==> config.mk <==
export PLATFORM = sky130hd
export DESIGN_NAME = stream_arb_2to1
export DESIGN_NICKNAME = d
export VERILOG_FILES = /design/src/rtl/stream_arb_2to1.sv
export SDC_FILE = /design/constraint.sdc
export NUM_CORES = 1
export LEC_CHECK = 0
export ABC_CLOCK_PERIOD_IN_PS = 2400
export CAP_MARGIN = 40
export CORE_AREA = 2 2 39 41
export CTS_CLUSTER_SIZE = 20
export DETAILED_ROUTE_END_ITERATION = 12
export DIE_AREA = 0 0 41 43
export PLACE_DENSITY = 0.7
export SLEW_MARGIN = 20
export SYNTH_ARGS = -nofsm -noshare
export SYNTH_HDL_FRONTEND = slang
export SYNTH_SLANG_ARGS = --single-unit
export TNS_END_PERCENT = 100
==> constraint.sdc <==
create_clock -name clk -period 2.4 [get_ports clk]
set_clock_uncertainty 0.05 [all_clocks]
set_input_delay 0.48 -clock clk [delete_from_list [all_inputs] [get_ports clk]]
set_output_delay 0.48 -clock clk [all_outputs]
set_load 0.005 [all_outputs]
==> src/rtl/stream_arb_2to1.sv <==
// Two-input round-robin stream arbiter feeding a single registered output slot.
// y_src tells a downstream consumer which source the held word came from.
module stream_arb_2to1 #(
  parameter int WIDTH = 4
) (
  input  logic             clk,
  input  logic             rst,
  input  logic [WIDTH-1:0] a_data,
  input  logic             a_valid,
  output logic             a_ready,
  input  logic [WIDTH-1:0] b_data,
  input  logic             b_valid,
  output logic             b_ready,
  output logic [WIDTH-1:0] y_data,
  output logic             y_valid,
  input  logic             y_ready,
  output logic             y_src
);

  // Handshake: a word moves on a channel at a rising edge where its valid and
  // ready are both high; valid never waits on ready, ready is combinational.

  logic last_grant;
  logic load_en;
  logic grant_a;
  logic grant_b;
  logic take_a;
  logic take_b;

  // The output slot can accept a word when empty or draining this cycle.
  assign load_en = !y_valid | y_ready;

  // On a tie the source not granted last wins; last_grant = 1 means B went last.
  assign grant_a = a_valid & (!b_valid | last_grant);
  assign grant_b = b_valid & (!a_valid | !last_grant);

  assign a_ready = load_en & grant_a & !rst;
  assign b_ready = load_en & grant_b & !rst;

  assign take_a = a_ready & a_valid;
  assign take_b = b_ready & b_valid;

  always_ff @(posedge clk) begin
    if (rst) begin
      y_valid    <= 1'b0;
      y_data     <= '0;
      y_src      <= 1'b0;
      last_grant <= 1'b1;
    end else if (take_a) begin
      y_valid    <= 1'b1;
      y_data     <= a_data;
      y_src      <= 1'b0;
      last_grant <= 1'b0;
    end else if (take_b) begin
      y_valid    <= 1'b1;
      y_data     <= b_data;
      y_src      <= 1'b1;
      last_grant <= 1'b1;
    end else if (y_valid && y_ready) begin
      y_valid <= 1'b0;
    end
  end

endmodule
# Word-level counts from Yosys, hierarchy flattened

Cells that the tools add are included.

Register bits: 7
Output and inout bits: 8

Multiplexer cells: 7
Bitwise logic cells: 11
Reduce and logical (&&, ||, !) cells: 9

Operators with widths:

| kind                | number |
|---|---|
| $and A1 B1 Y1       | 8 |
| $mux W4             | 2 |
| $logic_not A1 Y1    | 5 |
| $mux W1             | 5 |
| $or A1 B1 Y1        | 3 |
| $reduce_bool A3 Y1  | 1 |
| $reduce_bool A2 Y1  | 1 |
| $reduce_or A2 Y1    | 1 |
| $logic_and A1 B1 Y1 | 1 |

# Depth between registers and ports, before layout

Depth in word-level cells: 8
Depth in mapped cells: 5
Depth with buffers taken out: 3

# Least setup slack after synthesis

OpenSTA, ideal clock, no wires.

Kind: input to output
From: input rst
To: output a_ready
Arrival: 1.087 ns
Data required time: 1.870 ns
Setup slack: 0.783 ns
Cell stages on the path: 3
Cells stage by stage: buf_4 buf_4 nor4_1

Word-level cells in the longest chain between the ends: 2

Ends and longest elaborated chain:

| element          | RTL line | source |
|---|---|---|
| from (decl)      | 7        | `input logic rst,` |
| $logic_not A1 Y1 | 37       | `assign a_ready = load_en & grant_a & !rst;` |
| $and A1 B1 Y1    | 37       |  |
| to (decl)        | 10       | `output logic a_ready,` |

Every way passes these cells.

# Worst setup path after layout

From: input y_ready
To: output a_ready

Word-level cells in the longest chain between the ends: 3

Ends and longest elaborated chain:

| element                    | RTL line | source |
|---|---|---|
| from (decl)                | 16       | `input logic y_ready,` |
| $or A1 B1 Y1               | 31       | `assign load_en = !y_valid \| y_ready;` |
| $and A1 B1 Y1 (2 in a row) | 37       |  |

Every way passes these cells.

==> flow_summary.toml <==
[status]
outcome = "finished, final reports clean"

[synth]
synth_top_area_share_pct = 31.91
synth.avg_cell_area_sq_um = 8.611
syn_area_sq_um = 439.2
yosys_warnings = 0
syn_nets = 64
synth_cells = 51
seq_area_frac_synth_pct = 31.91
synth.distinct_cells = 20
yosysTopAreaCell = "dfxtp_1"
ys_ff_latch = 7
netlist_top_cells_area = "dfxtp_1 (32%), a311oi_1 (8.0%), o41ai_1 (8.0%)"

[clock_network]
cts_tree = "yes"
post_cts_buffers = 0
clkLatencyLatePin_ns = 0.25
cts_made_buffers = 3
root_buffer = "clkbuf_4"
clock_sinks = 7
clk_pin_slew_worst_paths_ns = 0.06
ctsLongestPathBuffers = 2
hold_buffers = 0
cts_max_level = 1

[floorplan]
start_util_pct = 31.74
dieArea_sq_mm = 0.001763
io_pins = 21
die_y_microns = 43
die_w_microns = 41
core_area_sq_mm = 0.001384
rows = 14

[final_layout]
fin_nets = 90
diodes = 0
final_cell_area_sq_um = 694.4
drive_above_1_share_pct = 18.42
final_cells = 92
fin_util_pct = 50.18
area_growth_pct = 58.12
fillerInstances = 154

[sta]
setup_viol = 0
min_period_ns = 2.090
rsz0062_at_grt = "false"
post-route-period-util_pct = 87.08
worst_slew_pin_slew_ns = 0.4527
maxSlewViolCount = 0
hold_viol_final = 0
maxSlewHeadroom_pct = 69.59
timing.fmax_mhz = 478.5

[routing]
via_per_inst = 5.141
drt_first_iter_violations = 13
post_drt_wl_per_cell_microns = 12.36
ant_nets = 0
num_vias = 473
drt_wl_total_microns = 1137
dr.pass1.iters = 4
drcViolationCount = 0

[critical_path]
cp.required_ns = 1.87
crit_path_start_kind = "input port"
path_class = "input port to primary output"
rrSetupSlack_ns = 0.83
worstReg2RegEnd = "y_data[2]$_SDFFE_PP0P_"
critPathMaxFanout = 2
cp-end-kind = "primary output"
cp.arrival_ns = 1.56
r2r_cells = 4
r2r_start = "y_valid$_SDFFE_PP0P_"

[hold_path]
min_path_cells = 2
min_from = "y_src$_SDFFE_PP0P_"
hold_path_class = "flop to flop"
holdPathEnd = "y_src$_SDFFE_PP0P_"

[pwr]
vdd_drop_max_v = 0.0002198
power.density_mw_per_mm2 = 485.6
design_power_total_uw = 337.2
p_comb_share_pct = 27.7
seqPwrFrac_pct = 39.4
swShare_pct = 26.76
switchingPower_uw = 90.24
leakagePower_nw = 0.2867
p_int_uw = 247.0
p_clk_share_pct = 32.9

[global_routing]
grt_max_degree = 18
antenna_found_initial = 0
grt_pass1_vias = 462
grt_pass1_wl_microns = 1945
grtUsageTotal_pct = 16.03
grt_overflow = 0

[place]
placed_area_sq_um = 659.4
dpl.hpwl_microns = 833.8
dp_cells = 88
gp_congestion = 0.8470
io_buffer_count = 20

[run]
cap_violations = 0
placed cells by master (no fill, tap or decap), drive strengths merged:
cell type       n
nor3            1
a311oi          4
buf             7
nor4            1
or2             1
clkdlybuf4s50  18
nor2b           2
dlymetal6s2s    1
nor2            2
nand3           1
o21ai           2
a21oi           3
and3            1
clkbuf          4
dlygate4sd2     1
nand2           5
nand2b          1
inv             2
o41ai           4
or4             4
dfxtp           7
a31oi           4
per-stage QoR:
stage          hold WS [ns]  setup slack [ns]    TNS [ns]
3_5_place_dp         0.4347        -0.0007621  -0.0007621
2_1_floorplan        0.4190            0.7832           0
3_3_place_gp         0.4317           0.02640           0
6_report             0.4406            0.3100           0
5_1_grt              0.5012            0.2697           0
4_1_cts              0.4507           0.02770           0
cell usage after synthesis:
| library cell | instances |
|---|---|
| or4_1 | 4 |
| dfxtp_1 | 7 |
| inv_1 | 2 |
| a31oi_1 | 4 |
| buf_6 | 2 |
| and3_1 | 1 |
| o21ai_1 | 1 |
| nor4_1 | 1 |
| nor3_1 | 1 |
| or2_2 | 1 |
| nand3_1 | 1 |
| o41ai_1 | 4 |
| a311oi_1 | 4 |
| a21oi_1 | 3 |
| nand2_1 | 5 |
| nor2_1 | 2 |
| nor2b_4 | 2 |
| buf_4 | 4 |
| o21ai_0 | 1 |
| nand2b_1 | 1 |
timing repair:
item                       CTS  global route
resized for setup            1             2
setup endpoints to repair    1             1
pin swaps                    0             0
critical path, stage by stage:
cell and delay [ns]:
clkdlybuf4s50_1 0.53, nor2b_4 0.05, nor4_1 0.23, dlygate4sd2_1 0.27
cell type report:
type	instances	area, sq um	area share (%)
Clock buffer	4	26.28	3.784
Multi-Input combinational cell	36	246.5	35.50
Sequential cell	7	140.1	20.18
Inverter	2	7.507	1.081
Timing Repair Buffer	27	254.0	36.58
Tap cell	16	20.02	2.883
worst max-delay path by stage:
stage	startpoint	cells after the start	slack, ns	to
finish	y_ready	4	0.31	a_ready
global route	a_valid	4	0.27	a_ready
CTS	y_ready	5	0.03	b_ready
detailed placement	y_ready	4	-0.0008	a_ready
global placement	y_ready	4	0.03	a_ready
floorplan	rst	3	0.78	a_ready
routing by layer:
metal | GRT usage (%) | vias to the layer above | wire length [microns]
li1 | - | 248 | -
met1 | 20.45 | 201 | 537
met2 | 24.38 | 22 | 518
met3 | 1.571 | 2 | 67
met4 | 10.00 | 0 | 14
met5 | 0 | - | 0
sequential cells by signal, summed over array words and instances, names as in the netlist:
register and cells:
y_valid 1, y_data 4, last_grant 1, y_src 1
power by group through the flow:
| stage | Clock [mW] | Sequential (mW) | Combinational [mW] |
|---|---|---|---|
| global placement | 0 | 0.134 | 0.0918 |
| floorplan | 0 | 0.135 | 0.0452 |
| finish | 0.111 | 0.133 | 0.0934 |
| global route | 0.118 | 0.134 | 0.104 |
| detailed placement | 0 | 0.135 | 0.0931 |
| CTS | 0.112 | 0.132 | 0.0930 |
cells by family after synthesis:
logic type / synth area share (%)
and+or+nand+nor: 27.07
AOI/OAI and AO/OA: 27.34
buffers and inverters: 13.68
DFF: 31.91
Note: power is estimated with default switching activity, not from simulation.
